**config.mk**
```make
export PLATFORM = sky130hd
export DESIGN_NAME = reg_write_sequencer_flat
export DESIGN_NICKNAME = d
export VERILOG_FILES = /design/src/rtl/reg_write_sequencer_pkg.sv /design/src/rtl/reg_write_sequencer_if.sv /design/src/rtl/reg_write_sequencer.sv /design/src/flat_wrapper.sv
export SDC_FILE = /design/constraint.sdc
export NUM_CORES = 1
export LEC_CHECK = 0
export BUFFER_PORTS_ARGS = -buffer_cell sky130_fd_sc_hd__buf_2
export CAP_MARGIN = 25
export CORE_MARGIN = 4
export CORE_UTILIZATION = 29
export CTS_CLUSTER_DIAMETER = 200
export CTS_CLUSTER_SIZE = 16
export DETAILED_ROUTE_END_ITERATION = 10
export SKIP_LAST_GASP = 1
export SYNTH_ARGS = -nofsm -noshare
export SYNTH_HDL_FRONTEND = slang
export SYNTH_SLANG_ARGS = --single-unit
export TNS_END_PERCENT = 10
```
**constraint.sdc**
```tcl
create_clock -name clk_i -period 4.1 [get_ports clk_i]
set_input_delay 0.41 -clock clk_i [delete_from_list [all_inputs] [get_ports clk_i]]
set_output_delay 0.41 -clock clk_i [all_outputs]
set_load 0.01 [all_outputs]
```
**src/rtl/reg_write_sequencer_pkg.sv**
```systemverilog
`default_nettype none
// ============================================================================
//  Package     : reg_seq_pkg
//  Description : Shared encodings for the Register write sequencer:
//                Register FunSel codes, high-level op codes and the
//                sequencer state enumeration.
//  Contents    : FS_* (3-bit FunSel), OP_* (2-bit op), state_e (FSM states)
//  Revision    : 1.0  initial release
// ============================================================================
package reg_seq_pkg;

  // Register function-select codes
  localparam logic [2:0] FS_DEC     = 3'b000;
  localparam logic [2:0] FS_INC     = 3'b001;
  localparam logic [2:0] FS_LOAD    = 3'b010;
  localparam logic [2:0] FS_CLR     = 3'b011;
  localparam logic [2:0] FS_WLO_CLR = 3'b100;  // high byte cleared, low byte written
  localparam logic [2:0] FS_WLO     = 3'b101;  // low byte written, high byte kept
  localparam logic [2:0] FS_WHI     = 3'b110;  // high byte written, low byte kept
  localparam logic [2:0] FS_WLO_SX  = 3'b111;  // low byte written, sign-extended

  // High-level request op codes
  localparam logic [1:0] OP_LOAD16 = 2'b00;
  localparam logic [1:0] OP_LOADSX = 2'b01;
  localparam logic [1:0] OP_CLEAR  = 2'b10;
  localparam logic [1:0] OP_STEP   = 2'b11;

  // Byte lane width of the Register data input
  localparam int BYTE_W = 8;

  typedef enum logic [3:0] {
    ST_IDLE  = 4'd0,
    ST_LO    = 4'd1,   // LOAD16 low-byte strobe
    ST_HI    = 4'd2,   // LOAD16 high-byte strobe
    ST_SX    = 4'd3,   // LOADSX strobe
    ST_CLR   = 4'd4,   // CLEAR strobe
    ST_ARM   = 4'd5,   // STEP: counter loaded and zero-tested, no strobe
    ST_STEP  = 4'd6,   // STEP: one inc/dec strobe per cycle
    ST_CHECK = 4'd7,   // readback compare
    ST_DONE  = 4'd8    // completion pulse
  } state_e;

endpackage
`default_nettype wire

```
**src/rtl/reg_write_sequencer_if.sv**
```systemverilog
`default_nettype none
// ============================================================================
//  Interface   : reg_write_sequencer_if
//  Description : Register control bus between the write sequencer (master)
//                and one Register instance (slave).
//  Signals     : e       Register enable
//                funsel  Register function select (3 bits)
//                din     Register data input (only [7:0] carries data)
//                q       Register output, read back by the sequencer
//  Modports    : master (sequencer), slave (Register)
//  Revision    : 1.0  initial release
// ============================================================================
interface reg_write_sequencer_if #(
  parameter int WIDTH = 16
);
  logic             e;
  logic [2:0]       funsel;
  logic [WIDTH-1:0] din;
  logic [WIDTH-1:0] q;

  modport master (output e, output funsel, output din, input  q);
  modport slave  (input  e, input  funsel, input  din, output q);
endinterface
`default_nettype wire

```
**src/rtl/reg_write_sequencer.sv**
```systemverilog
`default_nettype none
// ============================================================================
//  Module      : reg_write_sequencer
//  Description : Turns one-cycle high-level requests (LOAD16, LOADSX, CLEAR,
//                STEP) into the E/FunSel/I strobe sequence a 16-bit Register
//                needs, then reads Q back and flags a mismatch.
//  Ports       : clk_i       clock, rising edge
//                rst_ni      synchronous active-low reset
//                start_i     request strobe, sampled only in IDLE
//                op_i        op code (OP_*)
//                data_i      LOAD16 word / LOADSX byte in [7:0]
//                count_i     STEP repetitions
//                dir_i       STEP direction (1 inc, 0 dec)
//                busy_o      op in progress
//                done_o      one-cycle completion pulse
//                mismatch_o  readback differed from expected (valid with done)
//                reg_bus     Register control bus (master side)
//  Notes       : WIDTH must be 16; the byte lane is fixed at 8 bits.
//  Revision    : 1.0  initial release
// ============================================================================
module reg_write_sequencer
  import reg_seq_pkg::*;
#(
  parameter int WIDTH    = 16,
  parameter int CNT_W    = 8,
  parameter bit CHECK_EN = 1'b1
) (
  input  logic                  clk_i,
  input  logic                  rst_ni,
  input  logic                  start_i,
  input  logic [1:0]            op_i,
  input  logic [WIDTH-1:0]      data_i,
  input  logic [CNT_W-1:0]      count_i,
  input  logic                  dir_i,
  output logic                  busy_o,
  output logic                  done_o,
  output logic                  mismatch_o,
  reg_write_sequencer_if.master reg_bus
);

  // Where the last strobe leads: readback compare, or straight to completion.
  localparam state_e ST_AFTER = CHECK_EN ? ST_CHECK : ST_DONE;

  state_e           state_q, state_d;
  logic [WIDTH-1:0] data_q,  data_d;
  logic             dir_q,   dir_d;
  logic [CNT_W-1:0] cnt_q,   cnt_d;
  logic [WIDTH-1:0] exp_q,   exp_d;
  logic             mis_q,   mis_d;

  // Registered outputs
  logic             e_q,    e_d;
  logic [2:0]       fs_q,   fs_d;
  logic [WIDTH-1:0] din_q,  din_d;
  logic             busy_q, busy_d;
  logic             done_q, done_d;

  always_comb begin
    state_d = state_q;
    data_d  = data_q;
    dir_d   = dir_q;
    cnt_d   = cnt_q;
    exp_d   = exp_q;
    mis_d   = mis_q;

    unique case (state_q)
      ST_IDLE: begin
        if (start_i) begin
          data_d = data_i;
          dir_d  = dir_i;
          cnt_d  = count_i;
          mis_d  = 1'b0;
          unique case (op_i)
            OP_LOAD16: begin
              state_d = ST_LO;
              exp_d   = data_i;
            end
            OP_LOADSX: begin
              state_d = ST_SX;
              exp_d   = {{(WIDTH-BYTE_W){data_i[BYTE_W-1]}}, data_i[BYTE_W-1:0]};
            end
            OP_CLEAR: begin
              state_d = ST_CLR;
              exp_d   = '0;
            end
            default: begin
              // STEP: Q captured now is the base; wrap is modulo 2^WIDTH.
              state_d = ST_ARM;
              exp_d   = dir_i ? (reg_bus.q + WIDTH'(count_i))
                              : (reg_bus.q - WIDTH'(count_i));
            end
          endcase
        end
      end
      ST_LO:                 state_d = ST_HI;
      ST_HI, ST_SX, ST_CLR:  state_d = ST_AFTER;
      ST_ARM:                state_d = (cnt_q == '0) ? ST_AFTER : ST_STEP;
      ST_STEP: begin
        cnt_d = cnt_q - CNT_W'(1);
        if (cnt_q == CNT_W'(1)) begin
          state_d = ST_AFTER;
        end
      end
      ST_CHECK: begin
        mis_d   = (reg_bus.q != exp_q);
        state_d = ST_DONE;
      end
      ST_DONE:               state_d = ST_IDLE;
      default:               state_d = ST_IDLE;
    endcase

    // Outputs are registered, so they are decoded from the state being
    // entered and the operand values that will be held in it.
    e_d    = 1'b0;
    fs_d   = FS_CLR;
    din_d  = '0;
    busy_d = (state_d != ST_IDLE);
    done_d = (state_d == ST_DONE);

    unique case (state_d)
      ST_LO: begin
        e_d   = 1'b1;
        fs_d  = FS_WLO_CLR;
        din_d = {{(WIDTH-BYTE_W){1'b0}}, data_d[BYTE_W-1:0]};
      end
      ST_HI: begin
        e_d   = 1'b1;
        fs_d  = FS_WHI;
        din_d = {{(WIDTH-BYTE_W){1'b0}}, data_d[2*BYTE_W-1:BYTE_W]};
      end
      ST_SX: begin
        e_d   = 1'b1;
        fs_d  = FS_WLO_SX;
        din_d = {{(WIDTH-BYTE_W){1'b0}}, data_d[BYTE_W-1:0]};
      end
      ST_CLR: begin
        e_d   = 1'b1;
        fs_d  = FS_CLR;
      end
      ST_STEP: begin
        e_d   = 1'b1;
        fs_d  = dir_d ? FS_INC : FS_DEC;
      end
      default: ;
    endcase
  end

  always_ff @(posedge clk_i) begin
    if (!rst_ni) begin
      state_q <= ST_IDLE;
      data_q  <= '0;
      dir_q   <= 1'b0;
      cnt_q   <= '0;
      exp_q   <= '0;
      mis_q   <= 1'b0;
      e_q     <= 1'b0;
      fs_q    <= FS_CLR;
      din_q   <= '0;
      busy_q  <= 1'b0;
      done_q  <= 1'b0;
    end else begin
      state_q <= state_d;
      data_q  <= data_d;
      dir_q   <= dir_d;
      cnt_q   <= cnt_d;
      exp_q   <= exp_d;
      mis_q   <= mis_d;
      e_q     <= e_d;
      fs_q    <= fs_d;
      din_q   <= din_d;
      busy_q  <= busy_d;
      done_q  <= done_d;
    end
  end

  assign reg_bus.e      = e_q;
  assign reg_bus.funsel = fs_q;
  assign reg_bus.din    = din_q;
  assign busy_o         = busy_q;
  assign done_o         = done_q;
  assign mismatch_o     = mis_q;

endmodule
`default_nettype wire

```
**src/flat_wrapper.sv**
```systemverilog
// flat-port wrapper written by rule: the top's interface ports become plain ports
module reg_write_sequencer_flat import reg_seq_pkg::*;
#(
  parameter int WIDTH    = 16,
  parameter int CNT_W    = 8,
  parameter bit CHECK_EN = 1'b1
)
  (clk_i, rst_ni, start_i, op_i, data_i, count_i, dir_i, busy_o, done_o, mismatch_o, reg_bus_e, reg_bus_funsel, reg_bus_din, reg_bus_q);
  reg_write_sequencer_if #(.WIDTH(WIDTH)) reg_bus_i ();
  input  logic clk_i;
  input  logic rst_ni;
  input  logic start_i;
  input  logic [1:0] op_i;
  input  logic [WIDTH-1:0] data_i;
  input  logic [CNT_W-1:0] count_i;
  input  logic dir_i;
  output logic busy_o;
  output logic done_o;
  output logic mismatch_o;
  output wire logic [$bits(reg_bus_i.e)-1:0] reg_bus_e;
  output wire logic [$bits(reg_bus_i.funsel)-1:0] reg_bus_funsel;
  output wire logic [$bits(reg_bus_i.din)-1:0] reg_bus_din;
  input wire logic [$bits(reg_bus_i.q)-1:0] reg_bus_q;
  assign reg_bus_e = reg_bus_i.e;
  assign reg_bus_funsel = reg_bus_i.funsel;
  assign reg_bus_din = reg_bus_i.din;
  assign reg_bus_i.q = reg_bus_q;
  reg_write_sequencer #(.WIDTH(WIDTH), .CNT_W(CNT_W), .CHECK_EN(CHECK_EN)) u_core (.clk_i(clk_i), .rst_ni(rst_ni), .start_i(start_i), .op_i(op_i), .data_i(data_i), .count_i(count_i), .dir_i(dir_i), .busy_o(busy_o), .done_o(done_o), .mismatch_o(mismatch_o), .reg_bus(reg_bus_i));
endmodule
```
==> qor.tcl <==
set qor(status) {completed}
set qor(cts_buffers) 9
set qor(wirelength_um) 11700
set qor(final-max-slew-violation-count) 0
set qor(worstSetupStartpointType) {primary input}
set qor(grt_first_pass_wirelength_um) 18800
set qor(clock_transition_at_the_registers_of_the_reported_paths_ns) 0.06
set qor(vias_per_cell) 5.24
set qor(crit_path_cells) {buf_2, nor3_1, nand2_1, nor4_1, ha_1, mux2_2, ha_1, a211o_1, o21ai_1, a311oi_1, xor2_1, o311a_1}
set qor(cts_tree) {yes}
set qor(dpl-instance-area_sq_um) 4180
set qor(synth_top_flop_cell) {sky130_fd_sc_hd__dfxtp_1}
set qor(count_of_cells_along_the_worst_hold_path) 3
set qor(die-height_um) 122
set qor(number_of_hold_slack_violations_in_the_final_timing_report) 0
set qor(first_global_vias) 3603
set qor(ys_top_cells_by_area) {sky130_fd_sc_hd__dfxtp_1 (32%), sky130_fd_sc_hd__ha_1 (6.6%), sky130_fd_sc_hd__a21oi_1 (5.6%)}
set qor(antenna_found_initial) 0
set qor(cts-root-buf) {sky130_fd_sc_hd__clkbuf_16}
set qor(cp-end-kind) {register}
set qor(cts_setup_buffers) 0
set qor(wire_per_inst_um) 17.3
set qor(crit_slowest_cell) {sky130_fd_sc_hd__o21ai_1}
set qor(ant_nets) 0
set qor(synth_most_common_cell) {sky130_fd_sc_hd__dfxtp_1}
set qor(post_cts.resized_instances) 0
set qor(placement.io_buffers) 60
set qor(drt-met1-wl_um) 4900
set qor(fin_tns_setup_ns) 0
set qor(critical_path_arrival_ns) 3.44
set qor(worst_slew_pin_slew_ns) 0.866
set qor(numClockSinks) 60
set qor(rsz0062_at_grt) {no}
set qor(final_setup_violation_count) 0
set qor(routed-wl-met2_um) 5840
set qor(worst-r2r-cell-count) 7
set qor(netlist.area_leader.share_pct) 31.9
set qor(detailed_place_hpwl_um) 8950
set qor(routed-via-count) 3549
set qor(slew_headroom_pct) 42.2
set qor(post_route_cells_drive_above_1_share_pct) 17.8
set qor(synthTopCellsByCount) {sky130_fd_sc_hd__dfxtp_1 (60), sky130_fd_sc_hd__nor2_1 (44), sky130_fd_sc_hd__a21oi_1 (42), sky130_fd_sc_hd__nand2_1 (24), sky130_fd_sc_hd__xnor2_1 (24)}
set qor(p_leak_uw) 0.00188
set qor(post-synth-top-area-cell) {sky130_fd_sc_hd__dfxtp_1}
set qor(worst_skew_pair.late_latency_ns) 0.33
set qor(period_share_pct) 78.5
set qor(crit_top_cell) {sky130_fd_sc_hd__ha_1}
set qor(fin_total_pwr_uw) 2230
set qor(largest_net_degree_at_the_start_of_global_routing) 37
set qor(crit_fanout) 6
set qor(net_count_final) 567
set qor(p_per_area_nw_per_um2) 494
set qor(design.core.area_sq_um) 12700
set qor(drt-pass1-iter-count) 6
set qor(area.growth.synth_to_final_pct) 19.9
set qor(finish.instance_area_sq_um) 4520
set qor(maxCapViolations) 0
set qor(finalClockSkew_ns) 0.00602
set qor(path_class) {in -> reg}
set qor(postSynthRegisterBits) 60
set qor(ys_seq_area_share_pct) 31.9
set qor(numPlacedInstances) 661
set qor(dieWidth_um) 122
set qor(drc_errors) 0
set qor(startpoint_of_the_worst_hold_path) {data_i[10]}
set qor(setup_slack_reg_to_reg_ns) 1.69
set qor(initial_core_util_pct) 29.7
set qor(ctsHoldBuffers) 0
set qor(worst_setup_path_startpoint) {count_i[4]}
set qor(ctsLongestPathBuffers) 2
set qor(number_of_h_tree_levels) 3
set qor(highest-signal-layer) {met4}
set qor(min-delay-path-class) {in -> reg}
set qor(synth.distinct_cells) 61
set qor(drc_violation_total_after_the_first_tritonroute_iteration) 343
set qor(route.met3.wl_um) 715
set qor(design.portCount) 69
set qor(peakVddDrop_uv) 212
set qor(design.die.area_sq_um) 14900
set qor(gp_congestion) 0.933
set qor(rows) 41
set qor(endpoint_required_time_on_the_critical_path_ns) 4.32
set qor(final_period_minus_worst_setup_slack_ns) 3.22
set qor(r2r_path_start) {u_core.state_q[1]$_SDFF_PN0_}
set qor(fill_cells) 1301
set qor(num_antenna_cells) 0
set qor(synth_area_sq_um) 3770
set qor(synthesis.area_per_instance_sq_um) 8.43
set qor(synthesis.yosys.warnings) 0
set qor(asyncSetResetFlopFracSynth_pct) 0
set qor(achievable-frequency_mhz) 311
set qor(post_synth_inst_count) 447
set qor(cp_slowest_stage_delay_ns) 0.39
set qor(grtUsageTotal_pct) 16.2
set qor(overflow_left_after_global_routing) 0
set qor(synth-edff-count) 0
set qor(layout_cells_excl_fill) 677
[cells by family (layout without fill, tap and decap cells)]
logic type | after synthesis | in the layout | share of synthesized area (%)
other | 1 | 8 | 0.0995
DFF | 60 | 60 | 31.9
xor gates and xnor gates | 32 | 32 | 7.44
muxes | 22 | 22 | 5.91
buffers and inverters | 48 | 99 | 6.18
and+or+nand+nor | 138 | 138 | 18.1
adders and majority gates | 21 | 21 | 7.17
AOI/OAI and AO/OA | 125 | 125 | 23.2
[worst max-delay path: cells and delay by family]
family	cells	cell delay [ns]
AOI/OAI and AO/OA	4	1.18
xor gates and xnor gates	1	0.17
and+or+nand+nor	3	0.64
buffers and inverters	1	0.12
adders and majority gates	2	0.64
muxes	1	0.28
[cell type report]
type | instances | area (sq um) | share of cell area, %
Sequential cell | 60 | 1200 | 26.6
Multi-Input combinational cell | 346 | 2360 | 52.2
Clock inverter | 6 | 111 | 2.46
Clock buffer | 10 | 229 | 5.07
Tap cell | 172 | 215 | 4.76
Timing Repair Buffer | 64 | 330 | 7.31
Inverter | 19 | 71.3 | 1.58
[worst paths after layout]
check                                                            to
worst min register to register         u_core.cnt_q[5]$_SDFFE_PN0P_
worst max-delay path                  u_core.exp_q[12]$_SDFFE_PN0P_
worst min-delay path                   u_core.data_q[10]$_SDFF_PN0_
worst max register to register  u_core.reg_bus.funsel[1]$_SDFF_PN1_
[power breakdown]
group          switching (uW)  internal, uW  total [uW]
combinational             379           260         640
sequential               58.2           668         726
clock                     273           594         867
total                     711          1520        2230
[flip-flops by register name (all words and copies together), names as in the netlist]
register	flops
u_core.mismatch_o	1
u_core.exp_q	16
u_core.reg_bus.funsel	3
u_core.busy_o	1
u_core.dir_q	1
u_core.state_q	4
u_core.reg_bus.e	1
u_core.reg_bus.din	8
u_core.done_o	1
u_core.data_q	16
u_core.cnt_q	8
[per-stage QoR]
| step | hold slack [ns] | setup WS [ns] | utilization (%) |
|---|---|---|---|
| final | 0.381 | 0.882 | 35.7 |
| after global routing | 0.429 | 0.618 | 35.7 |
| after CTS | 0.379 | 0.871 | 35.7 |
| after detailed placement | 0.465 | 0.528 | 33.0 |
| after global placement | 0.455 | 0.573 | 33.0 |
| after floorplan | 0.443 | 1.01 | - |
[layout by cell type, fill, tap and decap left out, types with 4 or more instances in the layout]
cell type                   count
sky130_fd_sc_hd__o21ai_0       15
sky130_fd_sc_hd__dfxtp_1       60
sky130_fd_sc_hd__nand2_1       24
sky130_fd_sc_hd__xnor2_1       24
sky130_fd_sc_hd__ha_1          20
sky130_fd_sc_hd__clkbuf_16      9
sky130_fd_sc_hd__nand3_1        6
sky130_fd_sc_hd__a21oi_1       42
sky130_fd_sc_hd__mux2i_1       20
sky130_fd_sc_hd__o32ai_1        7
sky130_fd_sc_hd__inv_1         18
sky130_fd_sc_hd__a31oi_1        5
sky130_fd_sc_hd__buf_4          4
sky130_fd_sc_hd__a21o_1         6
sky130_fd_sc_hd__nand2b_1      13
sky130_fd_sc_hd__a221oi_1      10
sky130_fd_sc_hd__conb_1         8
sky130_fd_sc_hd__a211oi_1       4
sky130_fd_sc_hd__nand4_1        6
sky130_fd_sc_hd__buf_2         60
sky130_fd_sc_hd__and3_1         4
sky130_fd_sc_hd__nor3_1        16
sky130_fd_sc_hd__nor4_1         4
sky130_fd_sc_hd__and2_1         5
sky130_fd_sc_hd__xor2_1         8
sky130_fd_sc_hd__nor2_1        44
[per-layer routing]
metal | vias up | global-route usage [%]
met5 | - | 0
met4 | 0 | 6.09
met3 | 18 | 2.41
met2 | 138 | 28.9
met1 | 1657 | 19.7
li1 | 1736 | -
Note: power is estimated with default switching activity, not from simulation.
